### src/rtl/position_tracker_pkg.sv
// Shared types and saturation helpers for the quadrature position tracker and its threshold calibrator.
package position_tracker_pkg;

    localparam int unsigned HALF_W = 16;

    localparam logic signed [HALF_W-1:0] SAT_MAX = {1'b0, {(HALF_W-1){1'b1}}};
    localparam logic signed [HALF_W-1:0] SAT_MIN = {1'b1, {(HALF_W-1){1'b0}}};

    typedef enum logic [1:0] {
        ST_IDLE    = 2'd0,
        ST_MEASURE = 2'd1,
        ST_COMPUTE = 2'd2,
        ST_APPLY   = 2'd3
    } cal_state_t;

    // Clamp a two-bit-wider signed value into the HALF_W signed range.
    function automatic logic signed [HALF_W-1:0] sat_w2(input logic signed [HALF_W+1:0] x);
        logic signed [HALF_W+1:0] hi;
        logic signed [HALF_W+1:0] lo;
        hi = {2'b00, SAT_MAX};
        lo = {2'b11, SAT_MIN};
        if (x > hi) return SAT_MAX;
        if (x < lo) return SAT_MIN;
        return x[HALF_W-1:0];
    endfunction

endpackage

### src/rtl/axis_threshold_calibrator_if.sv
// AXI-Stream sample tap shared by the calibrator and the tracker.
interface axis_threshold_calibrator_if #(
    parameter int unsigned DATA_W = 32
);
    logic              tvalid;
    logic              tready;
    logic [DATA_W-1:0] tdata;

    modport master (output tvalid, output tdata, input  tready);
    modport slave  (input  tvalid, input  tdata, output tready);
endinterface

### src/rtl/axis_minmax_window.sv
// Signed running min/max over a window of accepted beats, flagging the final beat.
module axis_minmax_window
    import position_tracker_pkg::*;
#(
    parameter int unsigned SAMPLE_W  = HALF_W,
    parameter int unsigned CNT_WIDTH = 24
) (
    input  logic                       clk,
    input  logic                       rst_n,
    input  logic                       clear_i,
    input  logic                       beat_i,
    input  logic signed [SAMPLE_W-1:0] sample_i,
    input  logic [CNT_WIDTH-1:0]       length_i,
    output logic signed [SAMPLE_W-1:0] min_o,
    output logic signed [SAMPLE_W-1:0] max_o,
    output logic                       last_c
);

    localparam logic signed [SAMPLE_W-1:0] S_MAX = {1'b0, {(SAMPLE_W-1){1'b1}}};
    localparam logic signed [SAMPLE_W-1:0] S_MIN = {1'b1, {(SAMPLE_W-1){1'b0}}};

    logic signed [SAMPLE_W-1:0] min_q, min_d;
    logic signed [SAMPLE_W-1:0] max_q, max_d;
    logic [CNT_WIDTH-1:0]       count_q, count_d;

    always_comb begin
        min_d   = min_q;
        max_d   = max_q;
        count_d = count_q;
        if (clear_i) begin
            min_d   = S_MAX;
            max_d   = S_MIN;
            count_d = '0;
        end else if (beat_i) begin
            if (sample_i < min_q) min_d = sample_i;
            if (sample_i > max_q) max_d = sample_i;
            count_d = count_q + CNT_WIDTH'(1);
        end
    end

    always_ff @(posedge clk or negedge rst_n) begin
        if (!rst_n) begin
            min_q   <= S_MAX;
            max_q   <= S_MIN;
            count_q <= '0;
        end else begin
            min_q   <= min_d;
            max_q   <= max_d;
            count_q <= count_d;
        end
    end

    assign last_c = beat_i && (count_q == (length_i - CNT_WIDTH'(1)));
    assign min_o  = min_q;
    assign max_o  = max_q;

endmodule

### src/rtl/axis_threshold_calibrator.sv
// Holds the tracker in reset while measuring signal_a, then programs its hysteresis thresholds.
module axis_threshold_calibrator
    import position_tracker_pkg::*;
#(
    parameter int unsigned S_AXIS_TDATA_WIDTH = 2 * HALF_W,
    parameter int unsigned CNT_WIDTH          = 24
) (
    input  logic                     aclk,
    input  logic                     aresetn,
    input  logic                     start,
    input  logic [CNT_WIDTH-1:0]     window_length,
    input  logic [3:0]               hysteresis_shift,
    axis_threshold_calibrator_if.slave s_axis,
    output logic signed [HALF_W-1:0] lower_threshold,
    output logic signed [HALF_W-1:0] upper_threshold,
    output logic                     thresholds_valid,
    output logic                     cal_error,
    output logic                     busy,
    output logic                     tracker_aresetn
);

    cal_state_t state_q, state_d;

    logic [CNT_WIDTH-1:0]     window_q, window_d;
    logic [3:0]               shift_q, shift_d;
    logic signed [HALF_W:0]   center_q, center_d;
    logic [HALF_W:0]          delta_q, delta_d;
    logic                     flat_q, flat_d;
    logic signed [HALF_W-1:0] lower_q, lower_d;
    logic signed [HALF_W-1:0] upper_q, upper_d;
    logic                     valid_q, valid_d;
    logic                     err_q, err_d;
    logic                     busy_q, busy_d;
    logic                     trk_q, trk_d;

    logic                     clear_c, beat_c, last_c;
    logic signed [HALF_W-1:0] signal_a, win_min, win_max;
    logic signed [HALF_W:0]   sum_c, center_c;
    logic [HALF_W:0]          span_c, delta_c;
    logic signed [HALF_W+1:0] lower_x, upper_x;
    logic                     unused_signal_b;

    // Passive tap: ready whenever out of reset, signal_b is not needed here.
    assign s_axis.tready   = aresetn;
    assign signal_a        = s_axis.tdata[HALF_W-1:0];
    assign unused_signal_b = ^s_axis.tdata[S_AXIS_TDATA_WIDTH-1:HALF_W];
    assign beat_c          = (state_q == ST_MEASURE) && s_axis.tvalid && aresetn;

    axis_minmax_window #(
        .SAMPLE_W  (HALF_W),
        .CNT_WIDTH (CNT_WIDTH)
    ) u_window (
        .clk      (aclk),
        .rst_n    (aresetn),
        .clear_i  (clear_c),
        .beat_i   (beat_c),
        .sample_i (signal_a),
        .length_i (window_q),
        .min_o    (win_min),
        .max_o    (win_max),
        .last_c   (last_c)
    );

    // Widened arithmetic so neither the sum nor the span can overflow.
    assign sum_c    = {win_max[HALF_W-1], win_max} + {win_min[HALF_W-1], win_min};
    assign center_c = sum_c >>> 1;
    assign span_c   = {win_max[HALF_W-1], win_max} - {win_min[HALF_W-1], win_min};
    assign delta_c  = span_c >> shift_q;
    assign lower_x  = {center_q[HALF_W], center_q} - {1'b0, delta_q};
    assign upper_x  = {center_q[HALF_W], center_q} + {1'b0, delta_q};

    always_comb begin
        state_d  = state_q;
        window_d = window_q;
        shift_d  = shift_q;
        center_d = center_q;
        delta_d  = delta_q;
        flat_d   = flat_q;
        lower_d  = lower_q;
        upper_d  = upper_q;
        valid_d  = valid_q;
        err_d    = err_q;
        busy_d   = busy_q;
        trk_d    = trk_q;
        clear_c  = 1'b0;
        unique case (state_q)
            ST_IDLE: begin
                if (start) begin
                    state_d  = ST_MEASURE;
                    window_d = (window_length == '0) ? CNT_WIDTH'(1) : window_length;
                    shift_d  = hysteresis_shift;
                    clear_c  = 1'b1;
                    err_d    = 1'b0;
                    busy_d   = 1'b1;
                    trk_d    = 1'b0;
                end
            end
            ST_MEASURE: begin
                if (last_c) state_d = ST_COMPUTE;
            end
            ST_COMPUTE: begin
                center_d = center_c;
                delta_d  = delta_c;
                flat_d   = (span_c == '0);
                state_d  = ST_APPLY;
            end
            ST_APPLY: begin
                if (flat_q) begin
                    err_d = 1'b1;
                    trk_d = valid_q;
                end else begin
                    lower_d = sat_w2(lower_x);
                    upper_d = sat_w2(upper_x);
                    valid_d = 1'b1;
                    trk_d   = 1'b1;
                end
                busy_d  = 1'b0;
                state_d = ST_IDLE;
            end
            default: state_d = ST_IDLE;
        endcase
    end

    always_ff @(posedge aclk or negedge aresetn) begin
        if (!aresetn) state_q <= ST_IDLE;
        else          state_q <= state_d;
    end

    always_ff @(posedge aclk or negedge aresetn) begin
        if (!aresetn) begin
            window_q <= CNT_WIDTH'(1);
            shift_q  <= '0;
            center_q <= '0;
            delta_q  <= '0;
            flat_q   <= 1'b0;
            lower_q  <= '0;
            upper_q  <= '0;
            valid_q  <= 1'b0;
            err_q    <= 1'b0;
            busy_q   <= 1'b0;
            trk_q    <= 1'b0;
        end else begin
            window_q <= window_d;
            shift_q  <= shift_d;
            center_q <= center_d;
            delta_q  <= delta_d;
            flat_q   <= flat_d;
            lower_q  <= lower_d;
            upper_q  <= upper_d;
            valid_q  <= valid_d;
            err_q    <= err_d;
            busy_q   <= busy_d;
            trk_q    <= trk_d;
        end
    end

    assign lower_threshold  = lower_q;
    assign upper_threshold  = upper_q;
    assign thresholds_valid = valid_q;
    assign cal_error        = err_q;
    assign busy             = busy_q;
    assign tracker_aresetn  = trk_q;

endmodule

### src/flat_wrapper.sv
// flat-port wrapper written by rule: the top's interface ports become plain ports
module axis_threshold_calibrator_flat import position_tracker_pkg::*;
#(
    parameter int unsigned S_AXIS_TDATA_WIDTH = 2 * HALF_W,
    parameter int unsigned CNT_WIDTH          = 24
)
  (aclk, aresetn, start, window_length, hysteresis_shift, lower_threshold, upper_threshold, thresholds_valid, cal_error, busy, tracker_aresetn, s_axis_tvalid, s_axis_tdata, s_axis_tready);
  axis_threshold_calibrator_if #(.DATA_W((32))) s_axis_i ();
  input  logic aclk;
  input  logic aresetn;
  input  logic start;
  input  logic [CNT_WIDTH-1:0] window_length;
  input  logic [3:0] hysteresis_shift;
  output logic signed [HALF_W-1:0] lower_threshold;
  output logic signed [HALF_W-1:0] upper_threshold;
  output logic thresholds_valid;
  output logic cal_error;
  output logic busy;
  output logic tracker_aresetn;
  input wire logic [$bits(s_axis_i.tvalid)-1:0] s_axis_tvalid;
  input wire logic [$bits(s_axis_i.tdata)-1:0] s_axis_tdata;
  output wire logic [$bits(s_axis_i.tready)-1:0] s_axis_tready;
  assign s_axis_i.tvalid = s_axis_tvalid;
  assign s_axis_i.tdata = s_axis_tdata;
  assign s_axis_tready = s_axis_i.tready;
  axis_threshold_calibrator #(.S_AXIS_TDATA_WIDTH(S_AXIS_TDATA_WIDTH), .CNT_WIDTH(CNT_WIDTH)) u_core (.aclk(aclk), .aresetn(aresetn), .start(start), .window_length(window_length), .hysteresis_shift(hysteresis_shift), .s_axis(s_axis_i), .lower_threshold(lower_threshold), .upper_threshold(upper_threshold), .thresholds_valid(thresholds_valid), .cal_error(cal_error), .busy(busy), .tracker_aresetn(tracker_aresetn));
endmodule
### config.mk
export PLATFORM = sky130hd
export DESIGN_NAME = axis_threshold_calibrator_flat
export DESIGN_NICKNAME = d
export VERILOG_FILES = /design/src/rtl/position_tracker_pkg.sv /design/src/rtl/axis_threshold_calibrator_if.sv /design/src/rtl/axis_minmax_window.sv /design/src/rtl/axis_threshold_calibrator.sv /design/src/flat_wrapper.sv
export SDC_FILE = /design/constraint.sdc
export NUM_CORES = 1
export LEC_CHECK = 0
export ABC_AREA = 1
export CORE_MARGIN = 2
export CORE_UTILIZATION = 65
export DETAILED_ROUTE_END_ITERATION = 8
export DONT_BUFFER_PORTS = 1
export PLACE_DENSITY = 0.81
export REMOVE_ABC_BUFFERS = 1
export SYNTH_ARGS = -nofsm -noshare
export SYNTH_HDL_FRONTEND = slang
export SYNTH_SLANG_ARGS = --single-unit
export TNS_END_PERCENT = 20
### constraint.sdc
create_clock -name aclk -period 4.15 [get_ports aclk]
set_clock_uncertainty 0.05 [all_clocks]
set_input_delay 0.83 -clock aclk [delete_from_list [all_inputs] [get_ports aclk]]
set_output_delay 0.83 -clock aclk [all_outputs]
set_load 0.1 [all_outputs]
; ---- Word-level counts from Yosys, hierarchy flattened
; Index checks and enable logic that the tools add are counted.
[totals]
ff_bits = 156
output_inout_bits = 37
wordCells = 96
[op_classes]
n_addsub = 6
magnitude_cmp = 6
n_eq_ne = 7
shifts = 1
mux = 43
bitwise = 1
n_reduce_logical = 17
[op_table]
columns = cell, n
row1 = 16-bit two-way mux, 14
row2 = 24-bit two-way mux, 3
row3 = "18-bit by 16-bit > comparator with 1-bit output, second input constant", 2
row4 = "18-bit by 16-bit less-than comparator with 1-bit output, second input constant", 2
row5 = "24-bit by 1-bit adder with 24-bit output, second input constant", 1
row6 = 24-bit == test, 1
row7 = 24-bit logical NOT, 1
row8 = "24-bit by 1-bit subtractor with 24-bit output, second input constant", 1
row9 = 1-bit two-way mux, 20
row10 = 18-bit by 17-bit adder with 18-bit output, 1
row11 = 18-bit by 17-bit subtractor with 18-bit output, 1
row12 = 16-bit by 16-bit adder with 17-bit output, 1
row13 = 17-bit logical NOT, 1
row14 = 17-bit by 4-bit >> shifter with 17-bit output, 1
row15 = 16-bit by 16-bit subtractor with 17-bit output, 1
row16 = 16-bit > comparator, 1
row17 = 16-bit less-than comparator, 1
row18 = 2-bit AND reduction, 6
row19 = 2-bit case mux with 4 select lines, 1
row20 = 2-bit nonzero test, 4
row21 = 1-bit case mux with 2 select lines, 3
row22 = "2-bit == test, second input constant", 2
row23 = 2-bit two-way mux, 2
row24 = "2-bit by 1-bit inequality test with 1-bit output, second input constant", 2
row25 = other kinds (6), 8

; ---- Logic depth before layout (Yosys ltp)
; Gate-level depths: netlist of the first run.
[depth]
word_depth = 10
depth_mapped = 20

; ---- Hierarchy
; A second synthesis of the first run with hierarchy kept.
[hier_totals]
cells_unflattened = 1990
hier_area_um2 = 13187.6
[by_module_without_submodules]
columns = module, instances, cells_each, area_per_inst_um2
row1 = axis_threshold_calibrator, 1, 1276, 8504.4
row2 = axis_minmax_window, 1, 714, 4683.2

; ---- Least setup slack after synthesis of the first run
; No wires, ideal clock.
[synth_timing]
path_type = input to register
start = in s_axis_tdata[11]
end = reg u_core.u_window.max_q[10], in the netlist u_core.u_window.max_o[10]
t_arrival_ns = 2.267
path_slack_ns = 1.707
cell_stages = 11
cell_sequence = ha_1 nand2_1 o21a_1 o221a_2 nand2_1 nand2_1 nand2_1 nand2_1 nand2_1 clkbuf_2 o21ai_0
[synth_between]
elab_chain_len = 3
[synth_lines]
columns = item, line_no
row1 = "start, declared", flat_wrapper.sv:21  ; input wire logic [$bits(s_axis_i.tdata)-1:0] s_axis_tdata;
row2 = 16-bit > comparator, axis_minmax_window.sv:36  ; if (sample_i > max_q) max_d = sample_i;
row3 = 2-bit nonzero test (no source line), n/a
row4 = 2-bit AND reduction (no source line), n/a
row5 = "end signal, assigned", axis_minmax_window.sv:48  ; max_q <= max_d;
row6 = "end, declared", axis_minmax_window.sv:23  ; logic signed [SAMPLE_W-1:0] max_q, max_d;
; No other way between the ends.
; A chain may end at the register's enable or synchronous reset.

; ---- Worst setup path after layout of the first run
[layout_timing]
start = reg u_core.u_window.max_q[0], in the netlist u_core.u_window.max_o[0]
end = reg u_core.delta_q[13]
[layout_between]
elab_chain_len = 2
[layout_lines]
columns = item, line_no
row1 = 16-bit by 16-bit subtractor with 17-bit output, axis_threshold_calibrator.sv:67  ; assign span_c = {win_max[HALF_W-1], win_max} - {win_min[HALF_W-1], win_min};
row2 = 17-bit by 4-bit >> shifter with 17-bit output, axis_threshold_calibrator.sv:68  ; assign delta_c = span_c >> shift_q;
row3 = "end signal, assigned", axis_threshold_calibrator.sv:146  ; delta_q <= delta_d;
row4 = "end, declared", axis_threshold_calibrator.sv:27  ; logic [HALF_W:0] delta_q, delta_d;
; No other way between the ends.

==> results of run 1 <==
[worst max-delay path, cell delays in order, from the launching register on]
cell     delay (ps)
dfrtp_1         400
inv_1            90
ha_1            210
fa_1            420
inv_1            70
nand3_1          60
nand2_1         160
nand3_1         110
nand2_1         150
nand3_1         110
nand2_1          70
nand2_1          50
nand2_1         170
nand2_1          70
nand2_1         160
nand2_1          90
nand2_1         120
nand3_1         120
o21ai_0         120
[flip-flops by register name, indices dropped and copies added (netlist names)]
| name | cells |
|---|---|
| u_core.u_window.max_o | 16 |
| u_core.center_q | 16 |
| u_core.delta_q | 17 |
| u_core.window_q | 24 |
| u_core.tracker_aresetn | 1 |
| u_core.cal_error | 1 |
| u_core.upper_threshold | 16 |
| u_core.busy | 1 |
| u_core.state_q | 2 |
| u_core.thresholds_valid | 1 |
| u_core.u_window.min_o | 16 |
| u_core.shift_q | 4 |
| u_core.flat_q | 1 |
| u_core.u_window.count_q | 24 |
| u_core.lower_threshold | 16 |
[cell families after synthesis]
group / after synthesis / synth area share [%]
multiplexers: 1 / 0.07861
AND/OR/NAND/NOR: 892 / 31.21
buffers and inverters: 283 / 9.443
XOR/XNOR: 67 / 4.667
AO/OA/AOI/OAI: 276 / 12.93
adder cells (fa/ha/maj): 108 / 10.85
flip-flops: 156 / 30.82
[placed cells by master, fill, tap and decap left out, types with 12 or more instances in the layout]
cell and instances:
clkbuf_16 17, nand2_2 30, nand2_1 477, inv_2 12, xor2_1 52, inv_1 196
xnor2_1 14, nand4_1 39, dfrtp_1 139, o21ai_0 100, ha_1 104, nand3_1 166
dfstp_2 17, nor2_1 115, o211ai_1 19, nor3_1 18, a21oi_1 96
[metrics by stage]
| stage | cell area, sq um | cells | setup WS (ps) |
|---|---|---|---|
| 3_3_place_gp | 12730 | 1986 | 1092 |
| 4_1_cts | 13320 | 2018 | 1304 |
| 5_1_grt | 13320 | 2018 | 1011 |
| 6_report | 13320 | 2018 | 1255 |
| 3_5_place_dp | 12730 | 1986 | 1072 |
| 2_1_floorplan | 12340 | 1713 | 784.3 |
[final timing paths]
| kind | to | cells past startpoint | start |
|---|---|---|---|
| max | u_core.delta_q[13]$_DFFE_PN0P_ | 18 | u_core.u_window.max_o[0]$_DFFE_PN0P_ |
| min | u_core.upper_threshold[12]$_DFFE_PN0P_ | 0 | aresetn |
| max reg2reg | u_core.delta_q[13]$_DFFE_PN0P_ | 18 | u_core.u_window.max_o[0]$_DFFE_PN0P_ |
| min reg2reg | u_core.u_window.min_o[14]$_DFFE_PN1P_ | 2 | u_core.u_window.min_o[14]$_DFFE_PN1P_ |
| max in group asynchronous | u_core.u_window.min_o[14]$_DFFE_PN1P_ | 0 | aresetn |
| min in group aclk | u_core.u_window.min_o[14]$_DFFE_PN1P_ | 2 | u_core.u_window.min_o[14]$_DFFE_PN1P_ |
[final cells by class]
cell class / count / area, sq um
clock buffers: 18 / 439.2
clock inverters: 14 / 152.6
fillers: 1699 / 6011
inverters: 213 / 804.5
multi-input cells: 1344 / 7611
flip-flops and latches: 156 / 3925
well taps: 265 / 331.6
repair buffers: 8 / 60.06
[layer usage]
metal	track usage [%]	vias up	routed length (um)
met5	0	-	0
met4	11.46	0	869
met3	4.499	55	1602
met2	51.50	322	14730
met1	41.75	5336	14340
li1	-	5751	-
==> impl_metrics.tcl, run 1 <==
set metrics [dict create \
    yosysWarnings 0 \
    port_buffers 0 \
    rows 51 \
    post-route-period-util_pct 69.75 \
    start_util_pct 65.86 \
    utilization_pct 68.91 \
    cp-start-kind "flop" \
    drt-total-wl_mm 31.55 \
    synth-seq-cells 156 \
    gp_congestion 0.9102 \
    netlist_instances 1783 \
    cts_setup_buffers 0 \
    setup_violations 0 \
    firstDrtPassIters 5 \
    io_pins 101 \
    clock.fmax_mhz 345.5 \
    synth_top_cell_by_area "dfrtp_1" \
    cts_hold_buf 0 \
    drive_gt1_share_pct 8.443 \
    clock_path_buffers 2 \
    antenna_found_initial 0 \
    root_buffer "clkbuf_16" \
    holdWs_ps 33.55 \
    hold_viol 0 \
    yosysTopAreaCellShare_pct 27.32 \
    status "finished, final reports clean" \
    synth.avg_cell_area_sq_um 7.142 \
    grt_pass1_wl_mm 51.53 \
    drv_cap 0 \
    grt_max_degree 159 \
    fp.dieH_um 144.0 \
    yosysMostFrequentCell "nand2_1" \
    diodes 0 \
    clock_latency_ps 440 \
    final_antenna_net_count 0 \
    synth_common_cells "478 x nand2_1, 196 x inv_1, 166 x nand3_1" \
    ys_seq_area_share_pct 30.82 \
    drc 0 \
    dieArea_sq_um 20730 \
    rsz0062_at_grt "false" \
    synthDistinctLibCells 69 \
    drt_iter0_markers 714 \
    arrival_ps 3200 \
    worst_setup_path_end_kind "flop" \
    cts.sinks 156 \
    ys.flop_type "dfrtp_1" \
    nNetsFinal 1912 \
    worstSetupPathType "reg2reg" \
    hold_path_class "in2async" \
    tightest_slew_ps 936.9 \
    num_vias 11460 \
    core_sq_um 19330 \
    clk_pin_slew_ps 70 \
    crit_fanout 4 \
    htreeDepth 4 \
    grt.total_usage_pct 31.20 \
    synth_edf_count 0 \
    max_slew_margin_pct 37.54 \
    cts_resized 0 \
    ys_async_sr_fraction_pct 100.0 \
    cts_tree "yes" \
    cts_buffers 17 \
    r2r_setup_slack_ps 1260 \
    dp_hpwl_mm 24.13 \
    drt-wirelength-per-cell_um 15.63 \
    synth_area_leaders "dfrtp_1 27%, nand2_1 14%, ha_1 10%" \
    area_growth_pct 4.638 \
    cp_data_required_time_ps 4460 \
    grt_overflow 0 \
    viasPerCell 5.681 \
    finalCriticalPeriod_ps 2895 \
    synth.cell_area_sq_um 12730 \
    die_w_um 144.0 \
    grt_pass1_vias 10770 \
    finalSetupTns_ps 0 \
    slew_viol_final 0 \
]
Power of run 1 is not shown: default switching activity piles up to over one toggle a cycle in this logic, so the estimate is an artifact.
==> inputs of run 2 (changes only) <==
- ABC_AREA: 1 -> 0
- clock period: 4.15 -> 3 ns (I/O delays scaled with it)
==> run 2 against run 1 <==
Effect of this change: the flow now finishes with violations (negative hold slack, negative setup slack); cell count fell by 3.8%; die area down 3.0%; design area grew 20%; worst hold slack worse by 240 ps; critical path depth fell by 8; sequential cell count unchanged; count of clock-buffer cells in the layout up 3; setup slack lost 1700 ps; first-iteration DRC count rose by 110%; critical endpoint is now u_core.delta_q[2]$_DFFE_PN0P_.
==> impl_metrics.tcl, run 2 <==
set metrics [dict create \
    yosys.area_share.simple_pct 21.11 \
    cts_tree "yes" \
    hold_viol 139 \
    fp.dieH_um 141.8 \
    yosysMostFrequentCell "nand2_1" \
    synth_top_family_by_area "simple AND/OR/NAND/NOR gates" \
    cellLeakagePower_nw 7.492 \
    design_area_sq_um 15970 \
    htreeDepth 4 \
    powerDensity_nw_per_um2 943.3 \
    grt_pass1_vias 12110 \
    drt-wirelength-per-cell_um 21.02 \
    grt_pass1_wl_mm 59.25 \
    worstSetupPathType "reg2reg" \
    place_area_sq_um 14310 \
    synth_common_cells "145 x nand2_1, 139 x dfrtp_1, 129 x nor2_1" \
    reg2reg_to "u_core.delta_q[2]$_DFFE_PN0P_" \
    antenna_found_initial 0 \
    grt.total_usage_pct 36.58 \
    viasPerCell 6.670 \
    synthAdderAreaFrac_pct 11.20 \
    diodes 0 \
    firstDrtPassIters 6 \
    r2r_setup_slack_ps -420 \
    synthDistinctLibCells 78 \
    max_slew_margin_pct 37.07 \
    setup_violations 49 \
    hold_path_class "in2async" \
    synth_compound_area_share_pct 19.96 \
    clock.fmax_mhz 292.4 \
    final_antenna_net_count 0 \
    drt_iter0_markers 1516 \
    synth_top_cell_by_area "dfrtp_1" \
    arrival_ps 3690 \
    clk_pin_slew_ps 70 \
    failed_checks "negative hold slack, negative setup slack" \
    synth.avg_cell_area_sq_um 8.331 \
    top_regs "u_core.u_window.count_q: 24 flops, u_core.window_q: 24 flops, u_core.delta_q: 17 flops" \
    dp_hpwl_mm 25.43 \
    holdWs_ps -202.5 \
    yosysWarnings 0 \
    port_buffers 0 \
    yosys.area_share.xor_xnor_pct 6.673 \
    cp-start-kind "flop" \
    nNetsFinal 1867 \
    crit_fanout 6 \
    ys_seq_area_share_pct 31.81 \
    cts_buffers 17 \
    drv_cap 0 \
    drc 0 \
    worst_setup_path_end_kind "flop" \
    synth_edf_count 0 \
    drt-total-wl_mm 40.82 \
    num_vias 12950 \
    synth.cell_area_sq_um 12340 \
    status "finished with violations" \
    gp_congestion 0.9433 \
    io_pins 101 \
    cts.sinks 156 \
    tightest_slew_ps 944.0 \
    final_cell_mix "266 x buf_4, 145 x nand2_1, 138 x dfrtp_1" \
    cp_data_required_time_ps 3270 \
    design_power_total_mw 15.06 \
    setup_slack_ps -420.2 \
    clock_latency_ps 450 \
    finalSetupTns_ps -7745 \
    finalCriticalPeriod_ps 3420 \
    ir_drop_mv 0.7077 \
    layout_commonest_cell "buf_4" \
    post-route-period-util_pct 114.0 \
    rows 50 \
    grt_max_degree 160 \
    drive_gt1_share_pct 27.99 \
    synthMuxAreaShare_pct 3.712 \
    core_sq_um 18640 \
    root_buffer "clkbuf_16" \
    grt_overflow 0 \
    dieArea_sq_um 20100 \
    area_growth_pct 29.42 \
    start_util_pct 66.18 \
    synth_area_leaders "dfrtp_1 28%, ha_1 11%, xnor2_1 4.9%" \
    slew_viol_final 0 \
    ys_async_sr_fraction_pct 100.0 \
    rsz0062_at_grt "true" \
    ys.flop_type "dfrtp_1" \
    reg2regPathDepth 10 \
    critPathCapture "u_core.delta_q[2]$_DFFE_PN0P_" \
    r2r-start "u_core.u_window.min_o[10]$_DFFE_PN1P_" \
    netlist_instances 1481 \
    synth-seq-cells 156 \
    clock_path_buffers 2 \
    die_w_um 141.8 \
    crit_start "u_core.u_window.min_o[10]$_DFFE_PN1P_" \
    yosysTopAreaCellShare_pct 28.19 \
    fillers 985 \
]
==> run 2: cell count changes in the layout (fill, tap and decap cells not counted), sizes merged, moves of 22 or more <==
cell,previous run,this run
inv,216,96
nand2,511,145
o21ai,111,80
nand3,172,67
xnor2,14,69
a31oi,8,33
buf,8,276
nand4,41,18
xor2,53,25
nand2b,0,22
nor3,20,45
mux2i,1,30
==> run 2: per-layer routing <==
layer	up-vias	part of all wire (%)	global-route usage [%]
met5	-	0	0
met4	0	5.6	16.26
met3	226	8.0	6.480
met2	877	48	62.29
met1	6119	39	45.67
li1	5731	-	-
==> run 2: worst min-delay path by stage <==
stage / start / end / slack (ps) / cells after the start
after floorplan: aresetn / u_core.busy$_DFFE_PN0P_ / 250 / 0
after global placement: aresetn / u_core.upper_threshold[3]$_DFFE_PN0P_ / 260 / 0
after detailed placement: aresetn / u_core.upper_threshold[3]$_DFFE_PN0P_ / 260 / 0
after CTS: aresetn / u_core.upper_threshold[3]$_DFFE_PN0P_ / -200 / 0
after global routing: aresetn / u_core.upper_threshold[3]$_DFFE_PN0P_ / -210 / 0
final: aresetn / u_core.lower_threshold[2]$_DFFE_PN0P_ / -200 / 0
==> run 2: timing repair <==
action | CTS | global route
pin swaps | 38 | 37
setup buffers | 18 | 7
endpoints found under the hold margin | 156 | 139
gates resized for setup | 76 | 84
endpoints found under the setup margin | 55 | 85
==> run 2: kinds of logic (layout without fill, tap and decap cells) <==
group / after synthesis / after routing
AND/OR/NAND/NOR: 534 / 534
AO/OA/AOI/OAI: 371 / 371
buffers and inverters: 178 / 405
flip-flops: 156 / 156
adder cells (fa/ha/maj): 108 / 108
XOR/XNOR: 94 / 94
multiplexers: 40 / 40
==> run 2: power by group <==
group,switching (mW),internal [mW],total (mW)
registers,0.235,2.42,2.66
clock network,0.941,1.42,2.36
logic,5.44,4.61,10.1
total,6.62,8.45,15.1
==> run 2: critical path: stages, from the launching register on <==
cell	delay, ps
dfstp_2	530
inv_1	80
ha_4	300
buf_4	150
nand3b_1	110
o21ai_0	80
a311oi_1	560
nand3_2	150
mux4_2	520
mux4_2	490
mux2_4	270
==> run 2: area by class of cell <==
cell class                 instances  area, sq um  share of cell area [%]
clock buffer                      21        450.4                   2.821
clock inverter                    11        168.9                   1.058
inverter                          97        364.1                   2.280
multi-input combinational       1147         8594                   53.82
sequential                       156         3926                   24.59
tap                              234        292.8                   1.834
timing repair buffer             276         2171                   13.60
==> run 2: stage by stage <==
stage               util [%]  setup slack (ps)  cells
global placement       76.74            -505.0   1888
global route           85.65            -684.5   1942
finish                 85.65            -420.2   1942
CTS                    82.79            -303.9   1938
detailed placement     76.74            -625.8   1888
floorplan                  -             -1044   1400
(Power assumes the default switching activity.)
